===== src/rtl/serial_eq_ctrl_pkg.sv =====
// rtl/serial_eq_ctrl_pkg.sv - shared states and width helpers for the serial equality controller
package serial_eq_ctrl_pkg;

  typedef logic [1:0] state_t;

  localparam state_t S_IDLE    = 2'd0;
  localparam state_t S_COMPARE = 2'd1;
  localparam state_t S_DONE    = 2'd2;

  // Pair-index width; a single pair still needs a one-bit index port.
  function automatic int calc_pw(input int width);
    int n;
    n = width / 2;
    return (n < 2) ? 1 : $clog2(n);
  endfunction

  function automatic bit width_ok(input int width);
    return (width >= 2) && ((width % 2) == 0);
  endfunction

endpackage


===== src/rtl/serial_eq_ctrl_slice.sv =====
// rtl/serial_eq_ctrl_slice.sv - two-bit equality slice reused by the serial comparator
module two_bit_equality (
  input  logic [1:0] a,
  input  logic [1:0] b,
  output logic       c
);

  assign c = (a == b);

endmodule


===== src/rtl/serial_eq_ctrl.sv =====
// rtl/serial_eq_ctrl.sv - serial WIDTH-bit equality compare, one bit-pair per clock, early exit
module serial_eq_ctrl
  import serial_eq_ctrl_pkg::*;
#(
  parameter int WIDTH = 8,
  parameter int PW    = calc_pw(WIDTH)
) (
  input  logic             clk,
  input  logic             rst_n,
  input  logic             start,
  input  logic [WIDTH-1:0] a,
  input  logic [WIDTH-1:0] b,
  output logic             ready,
  output logic             busy,
  output logic             done,
  output logic             equal,
  output logic [PW-1:0]    mismatch_pos
);

  localparam logic [PW-1:0] K_LAST = PW'(WIDTH / 2 - 1);

  generate
    if (!width_ok(WIDTH)) begin : g_bad_width
      $error("serial_eq_ctrl: WIDTH must be even and at least 2");
    end
  endgenerate

  state_t           state;
  state_t           state_nxt;
  logic [WIDTH-1:0] sa;
  logic [WIDTH-1:0] sb;
  logic [PW-1:0]    k;
  logic             pair_eq;
  logic             last_pair;

  two_bit_equality u_slice (
    .a (sa[1:0]),
    .b (sb[1:0]),
    .c (pair_eq)
  );

  assign last_pair = (k == K_LAST);
  assign ready     = (state == S_IDLE);
  assign busy      = (state != S_IDLE);
  assign done      = (state == S_DONE);

  always_comb begin
    state_nxt = state;
    case (state)
      S_IDLE: begin
        if (start) state_nxt = S_COMPARE;
      end
      S_COMPARE: begin
        if (!pair_eq || last_pair) state_nxt = S_DONE;
      end
      S_DONE: begin
        state_nxt = S_IDLE;
      end
      default: begin
        state_nxt = S_IDLE;
      end
    endcase
  end

  // Result registers only move on the edge entering DONE so they hold across the next compare.
  always_ff @(posedge clk) begin
    if (!rst_n) begin
      state        <= S_IDLE;
      sa           <= '0;
      sb           <= '0;
      k            <= '0;
      equal        <= 1'b0;
      mismatch_pos <= '0;
    end else begin
      state <= state_nxt;
      case (state)
        S_IDLE: begin
          if (start) begin
            sa <= a;
            sb <= b;
            k  <= '0;
          end
        end
        S_COMPARE: begin
          if (!pair_eq) begin
            equal        <= 1'b0;
            mismatch_pos <= k;
          end else if (last_pair) begin
            equal        <= 1'b1;
            mismatch_pos <= '0;
          end else begin
            sa <= sa >> 2;
            sb <= sb >> 2;
            k  <= k + PW'(1);
          end
        end
        default: begin
        end
      endcase
    end
  end

endmodule

===== config.mk =====
export PLATFORM = sky130hd
export DESIGN_NAME = serial_eq_ctrl
export DESIGN_NICKNAME = d
export VERILOG_FILES = /design/src/rtl/serial_eq_ctrl_pkg.sv /design/src/rtl/serial_eq_ctrl_slice.sv /design/src/rtl/serial_eq_ctrl.sv
export SDC_FILE = /design/constraint.sdc
export NUM_CORES = 1
export LEC_CHECK = 0
export CAP_MARGIN = 20
export CORE_MARGIN = 5
export CORE_UTILIZATION = 51
export DETAILED_ROUTE_END_ITERATION = 16
export GPL_ROUTABILITY_DRIVEN = 0
export PLACE_DENSITY = 0.8
export SLEW_MARGIN = 0
export SYNTH_ARGS = -nofsm -noshare
export SYNTH_HDL_FRONTEND = slang
export SYNTH_SLANG_ARGS = --single-unit

===== constraint.sdc =====
create_clock -name clk -period 3.72 [get_ports clk]
set_clock_uncertainty 0.05 [all_clocks]
set_input_delay 0.558 -clock clk [delete_from_list [all_inputs] [get_ports clk]]
set_output_delay 0.558 -clock clk [all_outputs]
set_load 0.01 [all_outputs]

==> summary.txt, run 1 <==
Clock tree
  • CTS tree: built
  • Cts bufs inserted: 3
  • CTS Buffer Depth: 2
  • Worst-path clk slew: ~0.12 ns
  • Post-cts resize count: 0
  • Post-CTS Setup Bufs: 0
  • Hold buffer count at CTS: 0
  • Clk sink count: 23
  • Clock network latency to the later pin of the worst-skew pair: ~0.31 ns
  • Root Driver: clkbuf_4
  • H-tree depth: 1

Power
  • Worst IR Drop VDD: 0.0003468 V
  • Switch Pwr: 194.8 uW
  • Combinational power share: 31.5%
  • Pleak: between 0.5 and 0.6 nW
  • PwrDens: 458.8 nW/um^2
  • Clock network fraction of total power: 19.0%
  • Switch share: 32.25%
  • Sequential power share: between 40% and 50%
  • Power Total: ~600 uW
  • Internal Power: 409.1 uW

Global routing
  • Grt ovf: 0
  • Global-route wire length before repair: 3436 um
  • Total GRT Usage: 16.01%
  • Vias in the first global route: roughly 820
  • Largest net degree at the start of global routing: 25
  • Antenna violations before repair: 0

Placed design
  • DP Wirelength: approximately 1500 um
  • DP Area: 1275 um^2
  • Number of port buffers: 24
  • Placed cell count: 155

Routing
  • DRT iter0 DRCs: 11
  • Vias: approximately 860
  • Vias per cell: 5.381
  • # DRC: 0
  • Drt first pass iters: 4
  • ANT nets after route: 0
  • Average wire per standard cell: 13.16 um
  • Routed WL: 2106 um

STA
  • Final worst-path cycle share: roughly three fifths
  • Min cycle time layout: between 2 and 2.5 ns
  • Actual slew at the worst max-slew pin: 0.8978 ns
  • Fmax: about 460 MHz
  • Setup TNS Final: 0 ns
  • RSZ-0062 raised after global routing: false
  • Max-slew violation count: 0
  • Hold Fails Final Rpt: 0
  • Slew headroom: 40.14%
  • Setup Viol. Count Final: 0

Run status
  • Outcome: finished clean

Worst hold path
  • Min-Delay Path Class: flop to flop

Critical path
  • Critical path arrival: 1.56 ns
  • Slowest CP cell: clkdlybuf4s50_1
  • Startpoint Class: flop
  • Critical path's largest stage delay: roughly 0.54 ns
  • Worst-path cell chain: or2_2, inv_1, clkdlybuf4s50_1
  • Critical path type: flop to output pin
  • CP Data Required Time: 3.11 ns
  • Critical Path Fanout Max: 5
  • Critical path endpoint category: output pin

Final layout
  • FF+latch area: between 400 and 500 um^2
  • # diodes: 0
  • NumNets Final: 154
  • Syn-to-layout area delta: 27.51%
  • Share of layout cells above drive strength 1: 12.03%
  • Post-route cell area: 1316 um^2
  • Finished Layout Cells: 160
  • Multi-input gate area: 518.0 um^2
  • # fillers: between 150 and 200

Die
  • Initial core utilization: 53.16%
  • I/O pins: 25
  • Core ar.: slightly below 2000 um^2
  • # rows: 16
  • Die ar.: 3024 um^2
  • Die Y-Extent: 54.99 um
  • Die X: 54.99 um

Yosys
  • Mapped Cells: 110
  • Area share of the largest cell type after synthesis: 44.61%
  • Synth warn: 0
  • Synth top area cells: dfxtp_1 (45%), mux2i_1 (12%), a21oi_2 (5.9%), a21oi_1 (5.8%), o21ai_1 (3.4%)
  • Post-Syn Area: 1032 um^2
  • #FFs+latches synth: 23
  • Area leader, netlist: dfxtp_1
  • Synthesized net count: between 100 and 150
  • Distinct cells, synth: 27
  • Syn avg cell area: 9.384 um^2
  • Proportion of synthesized chip area in sequential cells: ~45%

Flow run
  • Max Cap Viol: 0
logic make-up (layout without fill, tap and decap cells):
logic type | count (synthesis) | in the layout | share of synthesized area (%)
flops | 23 | 23 | 44.61
buf+inv | 10 | 33 | 5.212
simple gates | 26 | 26 | 13.09
xor+xnor | 2 | 2 | 1.697
mux | 12 | 12 | 11.64
compound gates | 36 | 36 | 22.55
fa+ha+maj | 1 | 1 | 1.212
layout by cell type (no fill, tap or decap), drive strengths merged, types with 2 or more instances in the layout:
cell type,n
nor2b,2
a21oi,19
clkdlybuf4s50,24
xor2,2
clkbuf,3
nand3,6
mux2i,12
nand2b,2
nand2,8
inv,2
dfxtp,23
o21ai,13
nor3,2
buf,3
o22ai,3
power groups by stage:
stage	registers [mW]	clock network, mW	logic, mW
after global placement	0.302	0	0.179
after CTS	0.299	0.120	0.185
after floorplan	0.299	0	0.138
after global routing	0.304	0.133	0.212
after detailed placement	0.304	0	0.183
final	0.299	0.115	0.190
cell type report:
cell class              instances  area share (%)
clock buffers                   3           1.711
clock inverters                 1          0.5703
inverters                       2          0.5703
multi-input cells              77           39.35
flip-flops and latches         23           34.98
well taps                      27           2.567
repair buffers                 27           20.25
metal layers:
metal | GRT usage [%] | wire, um | vias to the layer above
met3 | 5.898 | 142 | 4
met5 | 0 | 0 | -
li1 | - | - | 440
met2 | 29.53 | 1101 | 26
met4 | 4.453 | 23 | 0
met1 | 16.89 | 837 | 391
stage by stage:
step	util [%]	hold slack, ns	worst slack [ns]
final	67.78	0.4227	1.555
after detailed placement	65.66	0.4071	1.249
after global routing	67.78	0.4525	1.444
after CTS	67.20	0.4272	1.225
after floorplan	-	0.3928	2.115
after global placement	65.66	0.3930	1.315
final timing paths:
path	end	startpoint	slack [ns]	cells after the start
setup reg to reg	sa[6]	state[1]	1.67	4
hold reg to reg	mismatch_pos[0]	mismatch_pos[0]	0.42	2
hold / removal	mismatch_pos[0]	mismatch_pos[0]	0.42	2
setup / recovery	ready	state[1]	1.55	3
critical path, delay by kind of cell, from the launching register on:
family | cells | cell delay, ns
simple gates | 1 | 0.30
buf+inv | 2 | 0.61
flops | 1 | 0.35
cells in the mapped netlist:
master	number
o22ai_1	3
buf_4	1
a21oi_1	12
nand2b_1	2
nor3b_1	1
mux2i_1	12
or4_1	1
nor3_1	2
ha_1	1
xor2_1	2
clkbuf_1	1
buf_6	1
o21ai_1	7
buf_1	1
inv_1	2
dfxtp_1	23
a21oi_2	7
nor2_1	1
and2_1	1
or3b_1	1
nand2_1	8
nor2b_1	2
or2_2	1
nand3_1	6
buf_2	4
o41ai_4	1
o21ai_0	6
registers in the layout, indices dropped and copies added, names as in the netlist:
name	cells
k	2
sa	8
sb	8
equal	1
mismatch_pos	2
state	2
Note: power is estimated with default switching activity, not from simulation.
==> run 2: changes to the inputs <==
Settings changed: CORE_UTILIZATION 51 to 43, PLACE_DENSITY 0.8 to 0.72.
Clock period 3.72 ns to 1.77 ns, I/O delays scaled along.
==> run 2 against run 1 <==
  * Register-to-register slack worse by 1.6 ns
  * Largest cell class unchanged
  * Global-route usage fell by 1.4 points
  * First-iteration DRC count grew 73%
  * Largest power group unchanged
==> summary.txt, run 2 (synthesized netlist as in run 1, its figures left out) <==
Die
  • Die X: 59.00 um
  • Initial core utilization: between 40% and 50%
  • I/O pins: 25
  • Die ar.: approximately 3500 um^2
  • Core ar.: 2255 um^2
  • Die Y-Extent: about 60 um
  • # rows: 17

Clock tree
  • Root Driver: clkbuf_4
  • CTS Buffer Depth: 2
  • H-tree depth: 1
  • Worst-path clk slew: 0.12 ns
  • Clock network latency to the later pin of the worst-skew pair: 0.32 ns
  • Cts bufs inserted: 3
  • Clk sink count: 23
  • CTS tree: built

Routing
  • Average wire per standard cell: 14.01 um
  • # DRC: 0
  • DRT iter0 DRCs: 19
  • Drt first pass iters: 4
  • Vias: 944
  • ANT nets after route: 0
  • Vias per cell: 5.520
  • Routed WL: around 2400 um

Critical path
  • Slowest CP cell: dfxtp_1
  • Startpoint Class: flop
  • Critical path endpoint category: output pin
  • Top Family by Delay on Critical Path: buffers and inverters
  • CP Data Required Time: 1.45 ns
  • Worst path buffer plus inverter count: 2
  • Critical path's largest stage delay: 0.33 ns
  • Critical path type: flop to output pin
  • Critical path arrival: between 1 and 1.5 ns
  • Critical Path Fanout Max: 4
  • Worst-path cell chain: buf_4, or2_2, dlygate4sd2_1

Global routing
  • Antenna violations before repair: 0
  • Grt ovf: 0
  • Total GRT Usage: 14.65%
  • Largest net degree at the start of global routing: 16
  • Vias in the first global route: 929
  • Global-route wire length before repair: between 3000 and 4000 um

Final layout
  • # diodes: 0
  • Syn-to-layout area delta: 37.94%
  • NumNets Final: 164
  • # fillers: 201
  • Share of layout cells above drive strength 1: 20.28%
  • Commonest non-fill, non-tap cells in the layout: dfxtp_1 (23), clkdlybuf4s50_1 (21), mux2i_1 (12), a21oi_1 (12), buf_4 (11)
  • Top Registers: sa: 8 flops, sb: 8 flops
  • Post-layout util: between 60% and 70%
  • Leading cell type in the layout, fill and taps excluded: dfxtp_1

STA
  • Fmax: 595.9 MHz
  • Setup TNS Final: 0 ns
  • Final worst slack: 0.09193 ns
  • RSZ-0062 raised after global routing: false
  • Slew headroom: 55.93%
  • Final worst-path cycle share: 94.81%
  • Actual slew at the worst max-slew pin: 0.6588 ns
  • Min cycle time layout: 1.678 ns
  • Hold Fails Final Rpt: 0
  • Worst hold slack: ~0.43 ns
  • Setup Viol. Count Final: 0
  • Max-slew violation count: 0

Run status
  • Outcome: finished clean

Placed design
  • Pre-CTS WS: -0.3632 ns
  • Number of port buffers: 24
  • DP Wirelength: about 1600 um

Flow run
  • Max Cap Viol: 0

Worst hold path
  • Min-Delay Path Class: flop to flop

Power
  • Worst IR Drop VDD: 0.0005157 V
  • PwrDens: 959.3 nW/um^2
  • Pleak: 0.6142 nW
-- run 2: cell type report --
class / count / area, um^2 / area share, %
Clock buffer: 3 / 22.52 / 1.582
Timing Repair Buffer: 36 / 339.1 / 23.81
Inverter: 2 / 7.507 / 0.5272
Sequential cell: 23 / 460.4 / 32.34
Multi-Input combinational cell: 78 / 551.8 / 38.75
Clock inverter: 1 / 7.507 / 0.5272
Tap cell: 28 / 35.03 / 2.460
-- run 2: what timing repair did --
action	4_1_cts	5_1_grt
endpoints found under the setup margin	20	17
setup buffers	0	4
gates resized for setup	4	4
cloned	1	0
pin swaps	1	2
hold buffers	0	0
-- run 2: final timing paths --
path,cells past startpoint,start,endpoint,slack [ns]
max,3,state[1],busy,0.09
min,2,mismatch_pos[0],mismatch_pos[0],0.43
max reg2reg,5,state[1],sb[7],0.10
min reg2reg,2,mismatch_pos[0],mismatch_pos[0],0.43
-- run 2: routing by layer --
metal,global-route usage [%],share of wire [%]
met5,0,0
met4,5.825,1.1
met3,3.486,5.6
met2,24.29,50
met1,18.19,43
-- run 2: metrics by stage --
stage	instances	area [um^2]	power, mW
final	171	1424	1.366
after global routing	171	1424	1.447
after CTS	167	1380	1.324
after detailed placement	162	1321	1.041
after global placement	162	1321	1.027
after floorplan	110	1032	0.9185
-- run 2: power breakdown --
| part | leakage [nW] | switching [mW] | internal [mW] |
|---|---|---|---|
| registers | 0.189 | 0.0387 | 0.587 |
| clock network | 0.0139 | 0.168 | 0.0864 |
| logic | 0.411 | 0.258 | 0.227 |
| total | 0.614 | 0.465 | 0.901 |
-- run 2: tightest hold or removal path, stage by stage, from the launching register on --
cell and delay (ns):
dfxtp_1 0.33, nand2_1 0.05, o22ai_1 0.06
==> run 3: changes to the inputs <==
Settings changed: GPL_ROUTABILITY_DRIVEN 0 to 1.
==> results of run 3 <==
The final DEF is identical to that of run 2; final timing and power are the same.
